### config.mk
export PLATFORM = sky130hd
export DESIGN_NAME = logic_unit_pipe
export DESIGN_NICKNAME = d
export VERILOG_FILES = /design/src/rtl/logic_unit_pkg.sv /design/src/rtl/logic_unit_comb.sv /design/src/rtl/logic_unit_pipe.sv
export SDC_FILE = /design/constraint.sdc
export NUM_CORES = 1
export LEC_CHECK = 0
export BUFFER_PORTS_ARGS = -buffer_cell sky130_fd_sc_hd__buf_4
export CORE_MARGIN = 4
export CORE_UTILIZATION = 52
export CTS_CLUSTER_DIAMETER = 40
export CTS_CLUSTER_SIZE = 10
export DETAILED_ROUTE_END_ITERATION = 12
export PLACE_DENSITY = 0.76
export SLEW_MARGIN = 10
export SYNTH_ARGS = -nofsm -noshare
export SYNTH_HDL_FRONTEND = slang
export SYNTH_SLANG_ARGS = --single-unit
### constraint.sdc
create_clock -name clk_i -period 1.9 [get_ports clk_i]
set_input_delay 0.095 -clock clk_i [delete_from_list [all_inputs] [get_ports clk_i]]
set_output_delay 0.095 -clock clk_i [all_outputs]
set_load 0.005 [all_outputs]
### src/rtl/logic_unit_pkg.sv
// Shared types for the pipelined bitwise logic unit: operation encoding and
// the occupancy states of the output skid buffer.
package logic_unit_pkg;

    typedef enum logic [2:0] {
        OP_NOT  = 3'd0,
        OP_AND  = 3'd1,
        OP_OR   = 3'd2,
        OP_XOR  = 3'd3,
        OP_NAND = 3'd4,
        OP_NOR  = 3'd5,
        OP_XNOR = 3'd6,
        OP_PASS = 3'd7
    } op_t;

    typedef enum logic [1:0] {
        EMPTY = 2'd0,
        ONE   = 2'd1,
        FULL  = 2'd2
    } skid_state_t;

endpackage

### src/rtl/logic_unit_comb.sv
// Combinational bitwise logic function over WIDTH bits; the zero flag is
// derived from the result it produces.
module logic_unit_comb
    import logic_unit_pkg::*;
#(
    parameter int WIDTH = 32
) (
    input  logic [WIDTH-1:0] a_i,
    input  logic [WIDTH-1:0] b_i,
    input  op_t              op_i,
    output logic [WIDTH-1:0] s_o,
    output logic             zero_o
);

    always_comb begin
        s_o = '0;
        unique case (op_i)
            OP_NOT:  s_o = ~a_i;
            OP_AND:  s_o = a_i & b_i;
            OP_OR:   s_o = a_i | b_i;
            OP_XOR:  s_o = a_i ^ b_i;
            OP_NAND: s_o = ~(a_i & b_i);
            OP_NOR:  s_o = ~(a_i | b_i);
            OP_XNOR: s_o = ~(a_i ^ b_i);
            OP_PASS: s_o = a_i;
        endcase
    end

    assign zero_o = ~|s_o;

endmodule

### src/rtl/logic_unit_pipe.sv
// Registered bitwise logic unit with valid/ready on both sides and a
// two-entry skid buffer so backpressure never costs throughput.
module logic_unit_pipe
    import logic_unit_pkg::*;
#(
    parameter int WIDTH        = 32,
    parameter bit ZERO_FLAG_EN = 1'b1
) (
    input  logic              clk_i,
    input  logic              rst_i,
    input  logic              valid_i,
    output logic              ready_o,
    input  op_t               op_i,
    input  logic [WIDTH-1:0]  a_i,
    input  logic [WIDTH-1:0]  b_i,
    output logic              valid_o,
    input  logic              ready_i,
    output logic [WIDTH-1:0]  s_o,
    output logic              zero_o,
    output skid_state_t       state_o
);

    // Handshake rule on both ports: a transfer happens exactly at a rising
    // edge where valid and ready are both high; the sender holds its data
    // stable while valid is high and ready is low.

    skid_state_t      state;
    skid_state_t      next_state;

    logic [WIDTH-1:0] f_s;
    logic             f_zero;
    logic             cap_zero;

    logic [WIDTH-1:0] main_s;
    logic             main_zero;
    logic [WIDTH-1:0] skid_s;
    logic             skid_zero;

    logic             in_xfer;
    logic             out_xfer;
    logic             load_main_in;
    logic             load_main_skid;
    logic             load_skid;

    logic_unit_comb #(
        .WIDTH(WIDTH)
    ) u_comb (
        .a_i   (a_i),
        .b_i   (b_i),
        .op_i  (op_i),
        .s_o   (f_s),
        .zero_o(f_zero)
    );

    assign cap_zero = ZERO_FLAG_EN ? f_zero : 1'b0;

    assign in_xfer  = valid_i && ready_o;
    assign out_xfer = valid_o && ready_i;

    always_ff @(posedge clk_i or posedge rst_i) begin
        if (rst_i) begin
            state <= EMPTY;
        end else begin
            state <= next_state;
        end
    end

    always_comb begin
        next_state = state;
        unique case (state)
            EMPTY: begin
                if (in_xfer) next_state = ONE;
            end
            ONE: begin
                if (in_xfer && !out_xfer)      next_state = FULL;
                else if (!in_xfer && out_xfer) next_state = EMPTY;
            end
            FULL: begin
                if (out_xfer) next_state = ONE;
            end
            default: next_state = EMPTY;
        endcase
    end

    always_comb begin
        valid_o        = (state != EMPTY);
        ready_o        = (state != FULL) && !rst_i;
        state_o        = state;
        load_main_in   = 1'b0;
        load_main_skid = 1'b0;
        load_skid      = 1'b0;
        unique case (state)
            EMPTY: load_main_in = in_xfer;
            ONE: begin
                load_main_in = in_xfer && out_xfer;
                load_skid    = in_xfer && !out_xfer;
            end
            FULL:    load_main_skid = out_xfer;
            default: ;
        endcase
    end

    // zero is captured alongside the result so it never depends on s_o.
    always_ff @(posedge clk_i or posedge rst_i) begin
        if (rst_i) begin
            main_s    <= '0;
            main_zero <= 1'b0;
            skid_s    <= '0;
            skid_zero <= 1'b0;
        end else begin
            if (load_main_in) begin
                main_s    <= f_s;
                main_zero <= cap_zero;
            end else if (load_main_skid) begin
                main_s    <= skid_s;
                main_zero <= skid_zero;
            end
            if (load_skid) begin
                skid_s    <= f_s;
                skid_zero <= cap_zero;
            end
        end
    end

    assign s_o    = main_s;
    assign zero_o = main_zero;

endmodule

==> flow_results.org, run 1 <==
** Finish
- Storage element area :: 0.00170 mm²
- Proportion of layout cells with a drive suffix above 1 :: 28.5%
- # diodes :: 0
- Multi-input gate area :: 0.00400 mm²
- Share of the core filled with cells :: 71.8%
- Growth of design area from synthesis to finish :: 34.0%
- Final-layout fill cell count :: 901
- Net count reported at finish :: 1093

** Setup path
- Startpoint of the worst-slack reg-to-reg timing path :: state_o[1]$_DFFE_PP0P_
- Setup slack on the worst reg-to-reg path comes out at 0.05 ns.
- Longest individual stage delay on the worst path :: 0.43 ns
- STA puts the critical path data required time at 2.14 ns.
- Worst reg-to-reg path cell count :: 9
- Category of the worst setup path capture point :: register
- Max stage delay cell, worst path :: sky130_fd_sc_hd__a222oi_1
- The worst setup path is launched from an input port.
- Of all nets on the critical path, the largest fanout is 3.
- Category of the critical setup timing path :: in2reg
- For the worst setup path, the data arrival time is 2.10 ns.
- The signal on the critical path passes through buf_4 > inv_1 > ha_1 > a31oi_1 > o21ai_0 > a222oi_1 > buf_4 > buf_4 > o211ai_1 > nor4_2 > nand4_1 > o21ai_1.
- Endpoint of the lowest-slack register-to-register path :: skid_s[29]$_DFFE_PP0P_
- Library cell appearing most often on the critical path :: sky130_fd_sc_hd__buf_4

** Floorplan
- Die extent in x :: 117 µm
- Area of the die :: 0.0136 mm²
- Die H :: 117 µm
- Number of primary I/O pins :: 108
- After floorplanning, the core was divided into 39 placement rows.
- Core Region :: 0.0115 mm²
- Once the floorplan was initialized, standard cells occupied 53.6% of the core.

** CTS
- TritonCTS clock tree :: done
- Clock Tree Root :: sky130_fd_sc_hd__clkbuf_16
- The clock passes through at most 2 buffers.
- Counting every sink on the clock net gives 68.
- After clock tree synthesis, the clock-pin slew on the worst setup and hold paths is 0.05 ns.
- TritonCTS created 9 clock buffers.
- For the worst-skew pair, the clock arrives at the later sink with an insertion delay of 0.32 ns.
- H-tree Lvls :: 3

** Synthesis
- Most instantiated flip-flop cell in the synthesis netlist :: sky130_fd_sc_hd__dfrtp_1
- Each instance of the synthesized netlist takes up on average 7.96 µm².
- Ranked by total cell area, the synthesized netlist is headed by sky130_fd_sc_hd__dfrtp_1, sky130_fd_sc_hd__ha_1, sky130_fd_sc_hd__o21ai_0.
- Biggest area consumer among synthesized cells :: sky130_fd_sc_hd__dfrtp_1
- Summing every instance area after synthesis gives 0.00614 mm².
- sky130_fd_sc_hd__nand2_1 is the most common cell in the netlist.
- Of all flip-flops after synthesis, the portion carrying an async set or reset was 100%.
- Most frequent cells after synthesis :: sky130_fd_sc_hd__nand2_1, sky130_fd_sc_hd__o21ai_0, sky130_fd_sc_hd__dfrtp_1
- Sequential fraction of the synthesis area :: 27.7%
- The synthesized design devotes to its leading area cell type 27.7% of total area.
- Syn Inst Count :: 772
- After synthesis, the netlist uses 59 different library cells.
- Synthesis warning total :: 0
- Counting flops and latches in the post-synthesis netlist gives 68.
- Synthesis produced a netlist with a net count of 909.
- Number of synthesized flops with an enable pin :: 0

** STA
- For the finished layout, the period the worst path requires is 1.86 ns.
- Setup violations remaining at the end of the flow were counted as 0.
- Highest clock frequency the design can meet :: 539 MHz
- After layout, the worst path uses 97.7% of the clock period.
- Setup repair after global routing could not meet its margin everywhere.
- Measured against its own limit, the worst slew margin works out to 45.5%.
- Slew at the pin closest to its max-slew limit :: 0.818 ns
- Setup total negative slack on the finished layout was measured at 0 ns.
- Fin. max-slew vios :: 0
- Hold violation count in the final report :: 0
- Clock tree skew after final layout :: 0.00458 ns

** Placed design
- Once detailed placement completed, the half-perimeter wirelength came to 13500 µm.
- Buffers placed on the I/O ports in this run total 107.
- Routability-driven placement finished with a final weighted congestion of 0.878.

** Drt
- Dividing the detail-routed via count by the number of cells gives 5.93.
- Number of DRC markers in iteration 0 :: 545
- After detailed routing, the number of remaining DRC violations is 0.
- WL/cell :: 16.3 µm
- Detailed-route wire length :: 18000 µm
- Pre-Repair DR Iteration Count :: 5
- Antenna-violating nets left :: 0
- Count of vias placed by the detailed router :: 6536

** Global route
- The via count of the first global-routing pass came to 6204.
- Global routing finished with a remaining overflow of 0.
- Maximum number of pins on one net before global-route repair :: 70
- First-pass GRT wire length :: 29000 µm
- Total routing usage reported by global routing :: 26.2%
- Initial antenna violation count :: 0

** Power and ir drop
- VDD sags by at most 0.00115 V.
- Leakage power :: 4.08 nW
- Overall power consumption after layout is estimated at 0.00703 W.
- For this design the ratio of total power to cell area is 855 mW/mm².

** Run
- Number of maximum-capacitance constraint violations :: 0

** Hold path
- In this run the worst hold path is classified as in2async.

** Outcome
- The run finished with clean final reports.
metal layers:
layer	track usage, %	share of wire, %
met3	3.78	6.2
met2	43.9	49
met5	0	0
met1	35.4	43
met4	6.80	1.3
stage by stage:
| stage | setup slack, ns | instance area [µm²] | hold WS [ns] | std cells |
|---|---|---|---|---|
| 6_report | 0.0437 | 8230 | 0.0594 | 1103 |
| 3_3_place_gp | -0.255 | 7830 | 0.311 | 1083 |
| 4_1_cts | 0.0132 | 8130 | 0.0916 | 1100 |
| 2_1_floorplan | -0.555 | 6240 | 0.186 | 772 |
| 3_5_place_dp | -0.455 | 7830 | 0.324 | 1083 |
| 5_1_grt | -0.0191 | 8230 | 0.129 | 1103 |
critical path: cells and delay by family:
kind	cells	cell delay (ns)
AO/OA/AOI/OAI	5	0.92
buffers and inverters	4	0.44
adder cells (fa/ha/maj)	1	0.30
AND/OR/NAND/NOR	2	0.33
worst max path at each step:
stage                            from                      to  slack (ns)  depth (start not counted)
6_report                       a_i[0]   skid_zero$_DFFE_PP0P_        0.04                         12
5_1_grt                        a_i[0]   skid_zero$_DFFE_PP0P_       -0.02                         12
4_1_cts        state_o[1]$_DFFE_PP0P_  skid_s[29]$_DFFE_PP0P_        0.01                          9
3_5_place_dp                  a_i[24]      zero_o$_DFFE_PP0P_       -0.46                         10
3_3_place_gp                  op_i[1]      zero_o$_DFFE_PP0P_       -0.25                          7
2_1_floorplan                   rst_i     s_o[10]$_DFFE_PP0P_       -0.55                          8
cell type report:
| type | instances | share of cell area, % |
|---|---|---|
| clock buffers | 13 | 3.16 |
| clock inverters | 2 | 0.122 |
| inverters | 69 | 3.19 |
| multi-input cells | 577 | 48.6 |
| flip-flops and latches | 68 | 20.7 |
| well taps | 143 | 2.17 |
| repair buffers | 231 | 22.1 |
what timing repair did:
item,in CTS,in global routing
buffers inserted,1,3
endpoints found under the setup margin,33,60
pin swaps,1,3
gates resized for setup,7,15
hold buffers,1,0
endpoints found under the hold margin,1,0
sequential cells by signal, summed over array words and instances (netlist names):
name and cells:
skid_s 32, skid_zero 1, zero_o 1, s_o 32, state_o 2
placed cells by master (no fill, tap or decap), types with 8 or more instances in the layout:
cell type | netlist | routed
sky130_fd_sc_hd__mux2i_1 | 22 | 22
sky130_fd_sc_hd__inv_1 | 67 | 66
sky130_fd_sc_hd__ha_1 | 66 | 64
sky130_fd_sc_hd__o31ai_1 | 12 | 12
sky130_fd_sc_hd__o21ai_1 | 7 | 11
sky130_fd_sc_hd__nor2_1 | 56 | 55
sky130_fd_sc_hd__a31oi_1 | 10 | 10
sky130_fd_sc_hd__a221o_1 | 15 | 15
sky130_fd_sc_hd__nand2_1 | 94 | 92
sky130_fd_sc_hd__nor2b_1 | 14 | 13
sky130_fd_sc_hd__clkbuf_16 | 0 | 9
sky130_fd_sc_hd__o221ai_1 | 21 | 21
sky130_fd_sc_hd__dfrtp_1 | 68 | 68
sky130_fd_sc_hd__nor3_1 | 8 | 8
sky130_fd_sc_hd__a21oi_1 | 38 | 37
sky130_fd_sc_hd__a22oi_1 | 19 | 19
sky130_fd_sc_hd__and3_1 | 17 | 16
sky130_fd_sc_hd__o21ai_0 | 73 | 69
sky130_fd_sc_hd__buf_4 | 5 | 220
sky130_fd_sc_hd__o211ai_1 | 15 | 15
cell families after synthesis:
family	after synthesis	share of synthesized area [%]
simple gates	232	17.8
buf+inv	127	8.84
mux	29	4.87
fa+ha+maj	66	13.4
flops	68	27.7
compound gates	250	27.3
power breakdown:
group          switching [W]  internal, W
clock               0.000539     0.000941
combinational        0.00145      0.00160
sequential          0.000401      0.00211
total                0.00239      0.00465
(Power assumes the default switching activity.)
==> run 2: changes to the inputs <==
--- a/config.mk
+++ b/config.mk
@@ -5,13 +5,14 @@
 export SDC_FILE = /design/constraint.sdc
 export NUM_CORES = 1
 export LEC_CHECK = 0
+export ABC_AREA = 1
 export BUFFER_PORTS_ARGS = -buffer_cell sky130_fd_sc_hd__buf_4
 export CORE_MARGIN = 4
-export CORE_UTILIZATION = 52
+export CORE_UTILIZATION = 53
 export CTS_CLUSTER_DIAMETER = 40
 export CTS_CLUSTER_SIZE = 10
 export DETAILED_ROUTE_END_ITERATION = 12
-export PLACE_DENSITY = 0.76
+export PLACE_DENSITY = 0.77
 export SLEW_MARGIN = 10
 export SYNTH_ARGS = -nofsm -noshare
 export SYNTH_HDL_FRONTEND = slang
==> flow_results.org, run 2 <==
** Outcome
- The flow ran to the end, and the final reports show no timing, DRC or antenna violations.

** Drt
- WL/cell :: 14.5 µm (-11%)
- Antenna-violating nets left :: 0 (unchanged)
- The DRC marker count from the first detailed-route iteration is 908 (+67%).
- Pre-Repair DR Iteration Count :: 5 (unchanged)
- The via count normalized by instance count is 5.54 (-6.6%).
- DRC violations left :: 0 (unchanged)
- The vias after detailed routing came to 7258 (+11%).
- Detailed-route wire length :: 19000 µm (+5.4%)

** Setup path
- Startpoint of the worst-slack reg-to-reg timing path :: state_o[1]$_DFFE_PP0P_
- The worst setup path is launched from a register.
- Category of the worst setup path capture point :: register
- Peak fanout along the critical path :: 18 (+15)
- The length in cells of the worst reg-to-reg path is 11 (+2).
- The setup path with the least slack is of type reg2reg.
- The required time at the endpoint of the critical path was 2.09 ns (-0.05 ns).
- The critical path data arrival time came to 1.99 ns (-0.11 ns).
- The minimum setup slack among reg-to-reg paths is 0.1 ns (+0.05 ns).
- Endpoint of the lowest-slack register-to-register path :: s_o[17]$_DFFE_PP0P_

** Synthesis
- Cell with the most instances after synthesis :: sky130_fd_sc_hd__nand2_1
- Synthesis warning total :: 0 (unchanged)
- Mean instance size in the synthesized netlist :: 6.49 µm² (-18%)
- Top post-synthesis cells by area :: sky130_fd_sc_hd__dfrtp_1, sky130_fd_sc_hd__nand2_1, sky130_fd_sc_hd__ha_1
- The proportion of synthesized chip area in sequential cells is 25.5% (-2.2 points).
- The top-area cell type share of the netlist area was 25.5% (-2.2 points).
- The number of library cell types mapped by synthesis came to 26 (-56%).
- The post-synthesis net count came to 1165 (+28%).
- Biggest area consumer among synthesized cells :: sky130_fd_sc_hd__dfrtp_1
- The number of flip-flops and latches in the synthesized netlist came to 68 (unchanged).
- Among all flip-flop cells after synthesis, the most frequent one is sky130_fd_sc_hd__dfrtp_1.
- The proportion of synthesized flip-flops having asynchronous set or reset is 100% (unchanged).
- Number of synthesized flops with an enable pin :: 0 (unchanged)
- Most frequent cells after synthesis :: sky130_fd_sc_hd__nand2_1, sky130_fd_sc_hd__inv_1, sky130_fd_sc_hd__o21ai_0
- The count of mapped cells out of synthesis was 1028 (+33%).
- The synthesized cell area was 0.00667 mm² (+8.7%).

** Global route
- The total global routing track utilization came to 26.5% (+0.32 points).
- The number of antenna violations at the first check in global routing was 0 (unchanged).
- Maximum number of pins on one net before global-route repair :: 62 (-11%)
- Sum of overflow across all layers after global routing :: 0 (unchanged)
- The via count of the first global-routing pass came to 6642 (+7.1%).
- The wire length of the first global-routing pass is 32100 µm (+11%).

** Finish
- The number of fillers in the final layout is 1114 (+24%).
- The share of cells above drive strength 1 is 18.0% (-11 points).
- Commonest non-fill, non-tap cell in the layout :: sky130_fd_sc_hd__nand2_1
- The total area of multi-input combinational cells came to 0.00423 mm² (+5.7%).
- The number of nets at the end of the flow came to 1275 (+17%).
- The total inserted antenna cells came to 0 (unchanged).
- Growth of design area from synthesis to finish :: 24.4%
- Storage element area :: 0.00170 mm² (unchanged)
- The core occupancy in the finished layout was 68.3% (-3.5 points).
- In the layout the commonest cells are sky130_fd_sc_hd__nand2_1, sky130_fd_sc_hd__buf_4, sky130_fd_sc_hd__inv_1.

** CTS
- Worst-path clk slew :: 0.05 ns (about the same)
- CTS placed an instance of sky130_fd_sc_hd__clkbuf_16 at the clock tree root.
- Clock latency of the later-clocked register in the worst-skew pair :: 0.33 ns (about the same)
- Largest buffer count on any clock path :: 2 (unchanged)
- TritonCTS built the clock tree.
- The clock sink count is 68 (unchanged).
- TritonCTS buffer count :: 9 (unchanged)
- The H-tree depth reported by CTS was 3 (unchanged).

** Power and ir drop
- The proportion of total power due to net switching was 35.9% (+2.0 points).
- Leakage power :: 4.52 nW (+11%)
- The sequential share of power was 36.6% (+0.9 points).
- The total power per unit cell area was 841 mW/mm² (-1.6%).
- The peak ir drop on the vdd network came to 0.000488 V (-57%).
- Logic pwr share :: 42.3% (-1.0 points)
- The design internal power came to 0.00447 W (-3.7%).
- The clock network power share came to 21.1% (about the same).
- The net switching power was 0.00250 W (+4.9%).

** STA
- Final Critical Period :: 1.80 ns (-0.0526 ns)
- Fin. max-slew vios :: 0 (unchanged)
- Setup Total Neg Slack :: 0 ns (unchanged)
- Clock tree skew after final layout :: 0.00600 ns (+0.00142 ns)
- The transition time of the tightest slew-check pin came to 0.575 ns (-0.243 ns).
- Max-slew headroom :: 61.6% (+16 points)
- The post-route clock period utilization was 94.9% (-2.8 points).
- Total of endpoints with negative setup slack in the final report :: 0 (unchanged)
- Hold violation count in the final report :: 0 (unchanged)
- The upper clock frequency limit was 554 MHz (+2.9%).
- Setup repair after global routing could not meet its margin everywhere.

** Floorplan
- Number of primary I/O pins :: 108 (unchanged)
- Core Region :: 0.0122 mm² (+6.1%)
- Die H :: 120 µm (+3.0%)
- The floorplan die width came to 120 µm (+3.0%).
- Area of the die :: 0.0145 mm² (+6.2%)
- Number of placement rows :: 40 (+2.6%)
- The starting density of the core was 54.9% (+1.3 points).

** Placed design
- The global placement routability congestion came to 0.849 (-3.3%).
- The HPWL after detailed placement came to 13900 µm (+2.7%).
- The total of buffers placed on input and output ports was 107 (unchanged).

** Hold path
- Destination of the worst hold path :: state_o[1]$_DFFE_PP0P_
- Start point of the worst min-delay path :: ready_i
- Number of cells traversed by the worst hold path :: 4
- Path type of the worst min-delay path :: in2reg

** Run
- Number of maximum-capacitance constraint violations :: 0 (unchanged)
-- run 2: repair_timing --
item	in CTS	in global routing
hold buffers	1	0
setup endpoints to repair	0	33
resized for setup	0	27
hold endpoints to repair	24	0
buffers inserted	0	2
-- run 2: critical path: stages (launching register included) --
cell,delay [ns]
sky130_fd_sc_hd__dfrtp_1,0.41
sky130_fd_sc_hd__inv_2,0.10
sky130_fd_sc_hd__nor2_4,0.04
sky130_fd_sc_hd__nor3b_2,0.21
sky130_fd_sc_hd__ha_2,0.21
sky130_fd_sc_hd__nand3_1,0.10
sky130_fd_sc_hd__nand2_2,0.09
sky130_fd_sc_hd__inv_2,0.06
sky130_fd_sc_hd__nand2_2,0.11
sky130_fd_sc_hd__clkinv_4,0.15
sky130_fd_sc_hd__nand2_1,0.10
sky130_fd_sc_hd__o211ai_1,0.09
-- run 2: stage by stage --
step	instances	total power, W	instance area, µm²	hold WS, ns	setup slack, ns
finish	1311	0.00698	8300	0.0577	0.0963
global route	1311	0.00753	8300	0.129	-0.0538
detailed placement	1292	0.00544	7990	0.207	0.0545
CTS	1309	0.00693	8260	0.0628	0.0346
global placement	1292	0.00534	7990	0.207	0.0705
floorplan	1028	0.00403	6690	0.221	0.00252
-- run 2: cells by family after synthesis --
| logic type | share of synthesized area [%] |
|---|---|
| flops | 25.5 |
| compound gates | 11.5 |
| simple gates | 38.8 |
| mux | 0.150 |
| fa+ha+maj | 12.4 |
| buf+inv | 11.7 |
-- run 2: layout make-up --
cell class	count	area share, %
Multi-Input combinational cell	763	50.9
Sequential cell	68	20.5
Timing Repair Buffer	173	17.2
Inverter	123	5.62
Clock buffer	14	3.06
Tap cell	168	2.53
Clock inverter	2	0.121
-- run 2: metal layers --
metal  routed length, µm  track usage [%]  vias up
li1                    -                -     3623
met2                8610             41.7      298
met5                   0                0        -
met1                8830             38.9     3315
met3                1320             3.55       22
met4                 236             5.81        0
-- run 2: power by group through the flow --
stage / clock, W / sequential (W) / combinational, W
6_report: 0.00147 / 0.00255 / 0.00295
5_1_grt: 0.00156 / 0.00264 / 0.00333
4_1_cts: 0.00149 / 0.00253 / 0.00291
3_5_place_dp: 0 / 0.00255 / 0.00289
3_3_place_gp: 0 / 0.00252 / 0.00282
2_1_floorplan: 0 / 0.00249 / 0.00153
-- run 2: worst max path at each step --
stage                            from  slack, ns  depth (start not counted)             endpoint
2_1_floorplan  state_o[1]$_DFFE_PP0P_      0.003                         12  s_o[10]$_DFFE_PP0P_
3_3_place_gp                  op_i[1]       0.07                         16   zero_o$_DFFE_PP0P_
3_5_place_dp   state_o[1]$_DFFE_PP0P_       0.05                         11   s_o[2]$_DFFE_PP0P_
4_1_cts        state_o[1]$_DFFE_PP0P_       0.03                         10  s_o[18]$_DFFE_PP0P_
5_1_grt        state_o[1]$_DFFE_PP0P_      -0.05                         11  s_o[17]$_DFFE_PP0P_
6_report       state_o[1]$_DFFE_PP0P_        0.1                         11  s_o[17]$_DFFE_PP0P_
==> run 3: changes to the inputs <==
--- a/config.mk
+++ b/config.mk
@@ -7,6 +7,7 @@
 export LEC_CHECK = 0
 export ABC_AREA = 1
 export BUFFER_PORTS_ARGS = -buffer_cell sky130_fd_sc_hd__buf_4
+export CORE_ASPECT_RATIO = 0.75
 export CORE_MARGIN = 4
 export CORE_UTILIZATION = 53
 export CTS_CLUSTER_DIAMETER = 40
==> flow_results.org, run 3 (synthesis gave the netlist of run 2 again) <==
** Hold path
- The tightest min-delay check is of the in2reg type.
- Start point of the worst min-delay path :: ready_i
- The instance count along the most critical hold path was 4 (unchanged).
- Destination of the worst hold path :: state_o[1]$_DFFE_PP0P_

** Finish
- Net count reported at finish :: 1284 (+0.71%)
- The total inserted antenna cells came to 0 (unchanged).
- The library cell used most frequently in the layout, excluding fill and tap cells, is sky130_fd_sc_hd__nand2_1.
- Growth of design area from synthesis to finish :: 27.4%
- In the layout the commonest cells are sky130_fd_sc_hd__nand2_1, sky130_fd_sc_hd__buf_4, sky130_fd_sc_hd__inv_1.
- Proportion of layout cells with a drive suffix above 1 :: 18.5% (+0.47 points)

** Drt
- The routed wire length is 20700 µm (+8.7%).
- The wire length per cell after detailed routing is 15.7 µm (+8.2%).
- Count of vias placed by the detailed router :: 7463 (+2.8%)
- The count of nets left with antenna violations after detail routing came to 0 (unchanged).
- Number of DRC markers in iteration 0 :: 609 (-33%)
- Average vias per placed instance :: 5.66 (+2.3%)
- The DRC violations left came to 0 (unchanged).
- The number of detailed-routing iterations run before antenna repair came to 5 (unchanged).

** STA
- The upper clock frequency limit came to 551 MHz (-0.68%).
- The minimum period implied by the final worst setup slack is 1.82 ns (+0.0123 ns).
- Share of the clock period used by the worst path :: 95.6% (+0.65 points)
- The transition time of the tightest slew-check pin came to 0.420 ns (-0.155 ns).
- Fin. max-slew vios :: 0 (unchanged)
- The clock tree skew after final layout is 0.00441 ns (-0.00160 ns).
- Hold violation count in the final report :: 0 (unchanged)
- Setup Total Neg Slack :: 0 ns (unchanged)
- The relative slew slack was 72.0% (+10 points).
- Final worst slack :: 0.0840 ns (-0.0123 ns)
- Total of endpoints with negative setup slack in the final report :: 0 (unchanged)

** Placed design
- PortBufs :: 107 (unchanged)
- The placement-stage worst setup slack is 0.00619 ns (-0.0483 ns).
- Placer Congestion :: 0.890 (+4.8%)
- HPWL after detailed placement :: 14700 µm (+5.9%)

** Global route
- The total global routing track utilization was 28.2% (+1.8 points).
- Via count of the first global-routing pass :: 6942 (+4.5%)
- The wire length of the first global-routing pass was 33600 µm (+4.5%).
- Maximum number of pins on one net before global-route repair :: 46 (-26%)
- The total overflow reported by the global router came to 0 (unchanged).
- Initial antenna violation count :: 0 (unchanged)

** Setup path
- Data required time at the worst endpoint :: 2.11 ns (+0.02 ns)
- The critical path data arrival time came to 2.03 ns (+0.04 ns).
- In this run the critical register-to-register path is launched from state_o[0]$_DFFE_PP0P_.
- STA classifies the critical path endpoint as a register.
- The setup path with the least slack is of type reg2reg.
- The length in cells of the worst reg-to-reg path is 9 (-2).
- The endpoint identified for the worst register-to-register timing path is s_o[21]$_DFFE_PP0P_.
- The minimum setup slack among reg-to-reg paths was 0.08 ns (about the same).
- The worst setup path is launched from a register.
- The maximum fanout encountered on the critical timing path came to 13 (-5).

** CTS
- The number of buffers inserted during clock tree synthesis is 9 (unchanged).
- Clock Tree Root :: sky130_fd_sc_hd__clkbuf_16
- Largest buffer count on any clock path :: 2 (unchanged)
- CTS Sinks :: 68 (unchanged)
- Clock latency of the later-clocked register in the worst-skew pair :: 0.32 ns (about the same)
- The H-tree depth reported by CTS came to 3 (unchanged).
- TritonCTS clock tree :: done
- The clock-pin slew on the worst setup and hold paths is 0.06 ns (about the same).

** Floorplan
- The floorplan die width came to 138 µm (+14%).
- The height of the die is 105 µm (-13%).
- Number of placement rows :: 35 (-13%)
- Area of the die :: 0.0145 mm² (+0.13%)
- The total I/O pin count was 108 (unchanged).
- Core Region :: 0.0123 mm² (+1.2%)
- The starting density of the core is 54.2% (-0.64 points).

** Power and ir drop
- The total power per unit cell area is 907 mW/mm² (+7.9%).
- The peak ir drop on the vdd network came to 0.000796 V (+63%).
- The standby leakage power was 4.62 nW (+2.2%).

** Run
- Number of maximum-capacitance constraint violations :: 0 (unchanged)

** Outcome
- The run finished with clean final reports.
[run 3: changes by cell type in the layout (fill, tap and decap cells not counted), sizes merged]
cell,previous run,this run
buf,172,180
bufinv,0,4
clkbuf,14,11
clkinv,3,0
clkinvlp,0,2
inv,122,123
[run 3: timing repair]
item | 4_1_cts | 5_1_grt
setup endpoints to repair | 4 | 34
hold endpoints to repair | 68 | 0
setup buffers | 0 | 2
hold buffers | 1 | 0
pin swaps | 0 | 1
cloned | 0 | 1
gates resized for setup | 1 | 8
[run 3: cell type report]
| class | instances | area (µm²) |
|---|---|---|
| Multi-Input combinational cell | 763 | 4220 |
| Fill cell | 1077 | 3800 |
| Sequential cell | 68 | 1700 |
| Timing Repair Buffer | 182 | 1530 |
| Inverter | 123 | 472 |
| Clock buffer | 10 | 239 |
| Tap cell | 166 | 208 |
| Clock inverter | 6 | 135 |
[run 3: per-layer routing]
metal,vias to the layer above,wire [µm],global-route usage [%]
li1,3647,-,-
met1,3458,9060,40.0
met2,327,9680,45.2
met3,31,1610,4.09
met4,0,311,6.70
met5,-,0,0
[run 3: how the worst max path moves through the flow]
stage                                       from                   to  cells past startpoint
after floorplan           state_o[1]$_DFFE_PP0P_  s_o[10]$_DFFE_PP0P_                     12
after global placement                   op_i[0]   zero_o$_DFFE_PP0P_                     16
after detailed placement                 op_i[0]   zero_o$_DFFE_PP0P_                     16
after CTS                 state_o[1]$_DFFE_PP0P_   s_o[8]$_DFFE_PP0P_                     11
after global routing      state_o[0]$_DFFE_PP0P_  s_o[14]$_DFFE_PP0P_                      9
final                     state_o[0]$_DFFE_PP0P_  s_o[21]$_DFFE_PP0P_                      9
[run 3: metrics by stage]
step / std cells / power, W / hold WS (ns) / util, % / cell area, µm²
global route: 1318 / 0.00821 / 0.126 / 69.1 / 8500
detailed placement: 1298 / 0.00551 / 0.181 / 65.5 / 8060
finish: 1318 / 0.00771 / 0.0720 / 69.1 / 8500
CTS: 1315 / 0.00763 / 0.0652 / 68.6 / 8450
global placement: 1298 / 0.00542 / 0.171 / 65.5 / 8060
floorplan: 1028 / 0.00403 / 0.221 / - / 6690
[run 3: worst max-delay path, stage by stage (launching register included)]
cell	delay [ns]
sky130_fd_sc_hd__dfrtp_1	0.44
sky130_fd_sc_hd__nor2_4	0.19
sky130_fd_sc_hd__nor3b_4	0.06
sky130_fd_sc_hd__ha_2	0.18
sky130_fd_sc_hd__nand3_1	0.10
sky130_fd_sc_hd__nand2_2	0.09
sky130_fd_sc_hd__inv_4	0.12
sky130_fd_sc_hd__nand2_4	0.10
sky130_fd_sc_hd__buf_4	0.22
sky130_fd_sc_hd__o21a_1	0.18
[run 3: where the power goes]
part,switching [W],internal (W),leakage (nW)
clock network,0.000625,0.00145,0.175
logic,0.00159,0.00147,3.59
registers,0.000432,0.00214,0.849
total,0.00265,0.00506,4.62
